[src/rtl/stream_mux_n.sv]
// stream_mux_n: N-way packet-locked valid/ready stream mux with a registered output stage.
// Define RR_ARB_EN for round-robin grant in IDLE; otherwise the sel port chooses the channel.
module stream_mux_n #(
  parameter int N = 4,
  parameter int WIDTH = 8,
  localparam int SEL_W = $clog2(N)
) (
  input  logic               clk,
  input  logic               rst,
  input  logic [SEL_W-1:0]   sel,
  input  logic [N*WIDTH-1:0] in_data,
  input  logic [N-1:0]       in_valid,
  input  logic [N-1:0]       in_last,
  output logic [N-1:0]       in_ready,
  output logic [WIDTH-1:0]   out_data,
  output logic               out_valid,
  output logic               out_last,
  input  logic               out_ready,
  output logic               busy,
  output logic [SEL_W-1:0]   cur_sel
);
  typedef enum logic {IDLE, LOCKED} state_t;
  state_t state, state_nx;
  logic found, load, beat, ch_last;
  logic [SEL_W-1:0] pick;
  logic [WIDTH-1:0] ch_data;
  assign busy = state == LOCKED;
  assign load = ~out_valid | out_ready;
  assign ch_data = in_data[int'(cur_sel)*WIDTH +: WIDTH];
  assign ch_last = in_last[cur_sel];
  assign beat = busy & load & in_valid[cur_sel];
`ifdef RR_ARB_EN
  logic unused_sel;
  assign unused_sel = ^sel;
  // Descending scan so the nearest channel after cur_sel wins; cur_sel itself is checked last.
  always_comb begin
    found = 1'b0;
    pick = cur_sel;
    for (int i = N; i >= 1; i--)
      if (in_valid[(int'(cur_sel) + i) % N]) begin
        found = 1'b1;
        pick = SEL_W'((int'(cur_sel) + i) % N);
      end
  end
`else
  always_comb begin
    found = 1'b0;
    pick = sel;
    for (int i = 0; i < N; i++)
      if (int'(sel) == i && in_valid[i]) found = 1'b1;
  end
`endif
  always_comb begin
    in_ready = '0;
    if (busy) in_ready[cur_sel] = load;
  end
  always_comb state_nx = busy ? ((beat && ch_last) ? IDLE : LOCKED) : (found ? LOCKED : IDLE);
  always_ff @(posedge clk) begin
    if (rst) begin
      state <= IDLE;
      cur_sel <= '0;
      out_valid <= 1'b0;
      out_data <= '0;
      out_last <= 1'b0;
    end else begin
      state <= state_nx;
      if (!busy && found) cur_sel <= pick;
      if (beat) begin
        out_data <= ch_data;
        out_last <= ch_last;
        out_valid <= 1'b1;
      end else if (load) out_valid <= 1'b0;
    end
  end
endmodule

[config.mk]
export PLATFORM = sky130hd
export DESIGN_NAME = stream_mux_n
export DESIGN_NICKNAME = d
export VERILOG_FILES = /design/src/rtl/stream_mux_n.sv
export SDC_FILE = /design/constraint.sdc
export NUM_CORES = 1
export LEC_CHECK = 0
export ABC_AREA = 1
export BUFFER_PORTS_ARGS = -buffer_cell sky130_fd_sc_hd__buf_2
export CAP_MARGIN = 5
export CORE_MARGIN = 2
export CORE_UTILIZATION = 38
export DETAILED_ROUTE_END_ITERATION = 10
export PLACE_DENSITY_LB_ADDON = 0.1
export SYNTH_ARGS = -nofsm -noshare
export SYNTH_HDL_FRONTEND = slang
export SYNTH_SLANG_ARGS = --single-unit
[constraint.sdc]
create_clock -name clk -period 1.49 [get_ports clk]
set_input_delay 0.149 -clock clk [delete_from_list [all_inputs] [get_ports clk]]
set_output_delay 0.149 -clock clk [all_outputs]
set_load 0.1 [all_outputs]
==> key figures <==
Outcome
  • Outcome: finished, violations left
  • Failing checks: negative setup slack

Place
  • Port bufs: 61
  • Final GP Congestion: 0.742
  • Area after DPL: 1320 um^2
  • Final HPWL from detailed placement: 2.07 mm

Cells and area
  • Seq. cell area: 275 um^2
  • Finished layout cell area: 1350 um^2
  • Fin nets: 246
  • Footprint of the multi-input gates: 583 um^2
  • Synth-to-Final Area Change: 54.9%
  • FILL cells: 199
  • Share of layout cells above drive strength 1: 0.475
  • # diodes: 0
  • Commonest non-fill, non-tap cells in the layout: buf_2, nand2_1, nand3_1
  • Leading cell type in the layout, fill and taps excluded: buf_2

Clock tree
  • Clock Latency Late Sink: 0.27 ns
  • H-tree depth: 1
  • Clock root buffer: clkbuf_4
  • TritonCTS Buffers: 3
  • Reg clk slew, reported paths: 0.07 ns
  • CTS tree: done
  • Post-CTS setup buffer count: 0
  • Hold-fix buffers, CTS: 0
  • Sink Count: 13
  • Clock tree buffer depth: 2

STA
  • Final Hold Viols: 0
  • Clock Skews: 0.00326 ns
  • Max_slew headroom: 0.676
  • Worst Max-Slew Pin Slew: 0.489 ns
  • RSZ-0062 raised after global routing: yes
  • Final Max Slew Viols: 0
  • Setup slack after layout: -0.0867 ns
  • Setup violators final: 4
  • Final Critical Period: 1.58 ns
  • Fin crit share: 1.06
  • Final TNS setup: -0.245 ns
  • Fmax: 634 MHz

Pwr
  • Internal: 0.000683 W
  • LEAKAGE: 0.664 nW
  • Switching share of power: 0.499
  • Combinational share of power: 0.524
  • Maximum VDD drop: 998 uV
  • Clk pwr share: 0.155
  • Sw power: 0.000680 W
  • Sequential power share: 0.321
  • P per Cell Area: 1010 nW/um^2

Die
  • I/O pin count: 62
  • # rows: 17
  • Die Span X: 51.9 um
  • Die height: 51.9 um
  • Core area: 2190 um^2
  • Initial Util: 0.397
  • Total die area: 2690 um^2

Yosys
  • Seq/Total Area, Yosys: 0.299
  • Post-Syn Nets: 183
  • Synth unique cells: 18
  • Synth Instances: 138
  • Synthesized area per cell: 6.31 um^2
  • Yosys warnings: 0
  • Synth Cell Area: 871 um^2
  • Yosys reg bits: 13

Job
  • Max_cap viols: 0

Global routing
  • First-pass GRT wire length: 3.98 mm
  • Initial antenna violation count: 0
  • Total track usage: 0.200
  • Vias in the first global route: 951
  • Grt ovf: 0
  • Largest net degree at the start of global routing: 18

Hold path
  • Hold depth: 2
  • Worst hold-check path type: input port to flop

Detailed routing
  • Vias: 1102
  • WL per Instance: 11.1 um
  • Drt total wl: 2.54 mm
  • Drt pass-1 iters: 5
  • Via-per-instance ratio: 4.83
  • Post-route ant nets: 0
  • Drt initial violations: 14
  • Drc violations: 0

Critical path
  • Critical path type: flop to output port
  • R2R cell count: 6
  • Critical Path Fanout Max: 4
  • CP arrival: 1.43 ns
  • Crit path required time: 1.34 ns
  • Startpoint types: flop
  • Crit end category: output port
## registers in the layout, summed over array words and instances, names as in the netlist
name,count
out_valid,1
busy,1
cur_sel,2
out_last,1
out_data,8
## logic make-up after synthesis
family / synth area share
AND/OR/NAND/NOR: 0.536
buffers and inverters: 0.0876
flip-flops: 0.299
AO/OA/AOI/OAI: 0.0776
## routing by layer
layer | track usage | share of wire
met1 | 0.213 | 0.39
met2 | 0.397 | 0.54
met3 | 0.0517 | 0.066
met4 | 0.0263 | 0.0020
met5 | 0 | 0
## critical path: stages, from the launching register on
cell and delay (ns):
dfxtp_4 0.34, inv_2 0.04, nor2_2 0.04, nor2_4 0.11
clkinvlp_4 0.20, nor3_4 0.20, buf_12 0.20
## power groups by stage
stage                     Clock (W)  Sequential, W  Combinational, W
after floorplan                   0       0.000669          0.000324
after global placement            0       0.000443          0.000708
after detailed placement          0       0.000445          0.000716
after CTS                  0.000221       0.000438          0.000718
after global routing       0.000239       0.000444          0.000757
final                      0.000211       0.000438          0.000714
## final cells by class
| type | count | share of cell area |
|---|---|---|
| inverter | 10 | 0.0417 |
| timing repair buffer | 62 | 0.276 |
| clock buffer | 4 | 0.0195 |
| sequential | 13 | 0.204 |
| multi-input combinational | 111 | 0.432 |
| tap | 28 | 0.0260 |
## per-stage QoR
step	hold WS (ns)	utilization	total power [W]	cells	worst slack, ns
after global routing	0.0708	0.616	0.00144	228	-0.171
after floorplan	0.208	-	0.000993	138	-0.519
after detailed placement	0.370	0.603	0.00116	224	0.109
after CTS	0.0717	0.616	0.00138	228	-0.153
after global placement	0.365	0.603	0.00115	224	0.124
final	0.0893	0.616	0.00136	228	-0.0867
## cell usage after synthesis
cell type | instances | area [um^2]
a21oi_1 | 4 | 20.0
buf_2 | 3 | 15.0
buf_6 | 1 | 11.3
dfxtp_1 | 13 | 260
inv_1 | 8 | 30.0
inv_6 | 1 | 8.76
inv_8 | 1 | 11.3
nand2_1 | 46 | 173
nand2_2 | 3 | 18.8
nand2_4 | 1 | 11.3
nand2_8 | 1 | 20.0
nand3_1 | 13 | 65.1
nand4_1 | 8 | 50.1
nor2_1 | 12 | 45.0
nor2_2 | 11 | 68.8
nor3_1 | 3 | 15.0
o21a_1 | 1 | 7.51
o21ai_1 | 8 | 40.0
## worst paths after layout
| check | endpoint | start | slack (ns) |
|---|---|---|---|
| worst min-delay path | out_valid | rst | 0.09 |
| worst max-delay path | in_ready[1] | out_valid | -0.09 |
| worst min register to register | out_last | out_last | 0.47 |
| worst max register to register | out_data[6] | cur_sel[1] | 0.19 |
## timing repair
| item | CTS | global route |
|---|---|---|
| endpoints found under the setup margin | 4 | 4 |
| pin swaps | 3 | 1 |
| gates resized for setup | 2 | 0 |
Power figures use the tool's default switching activity.
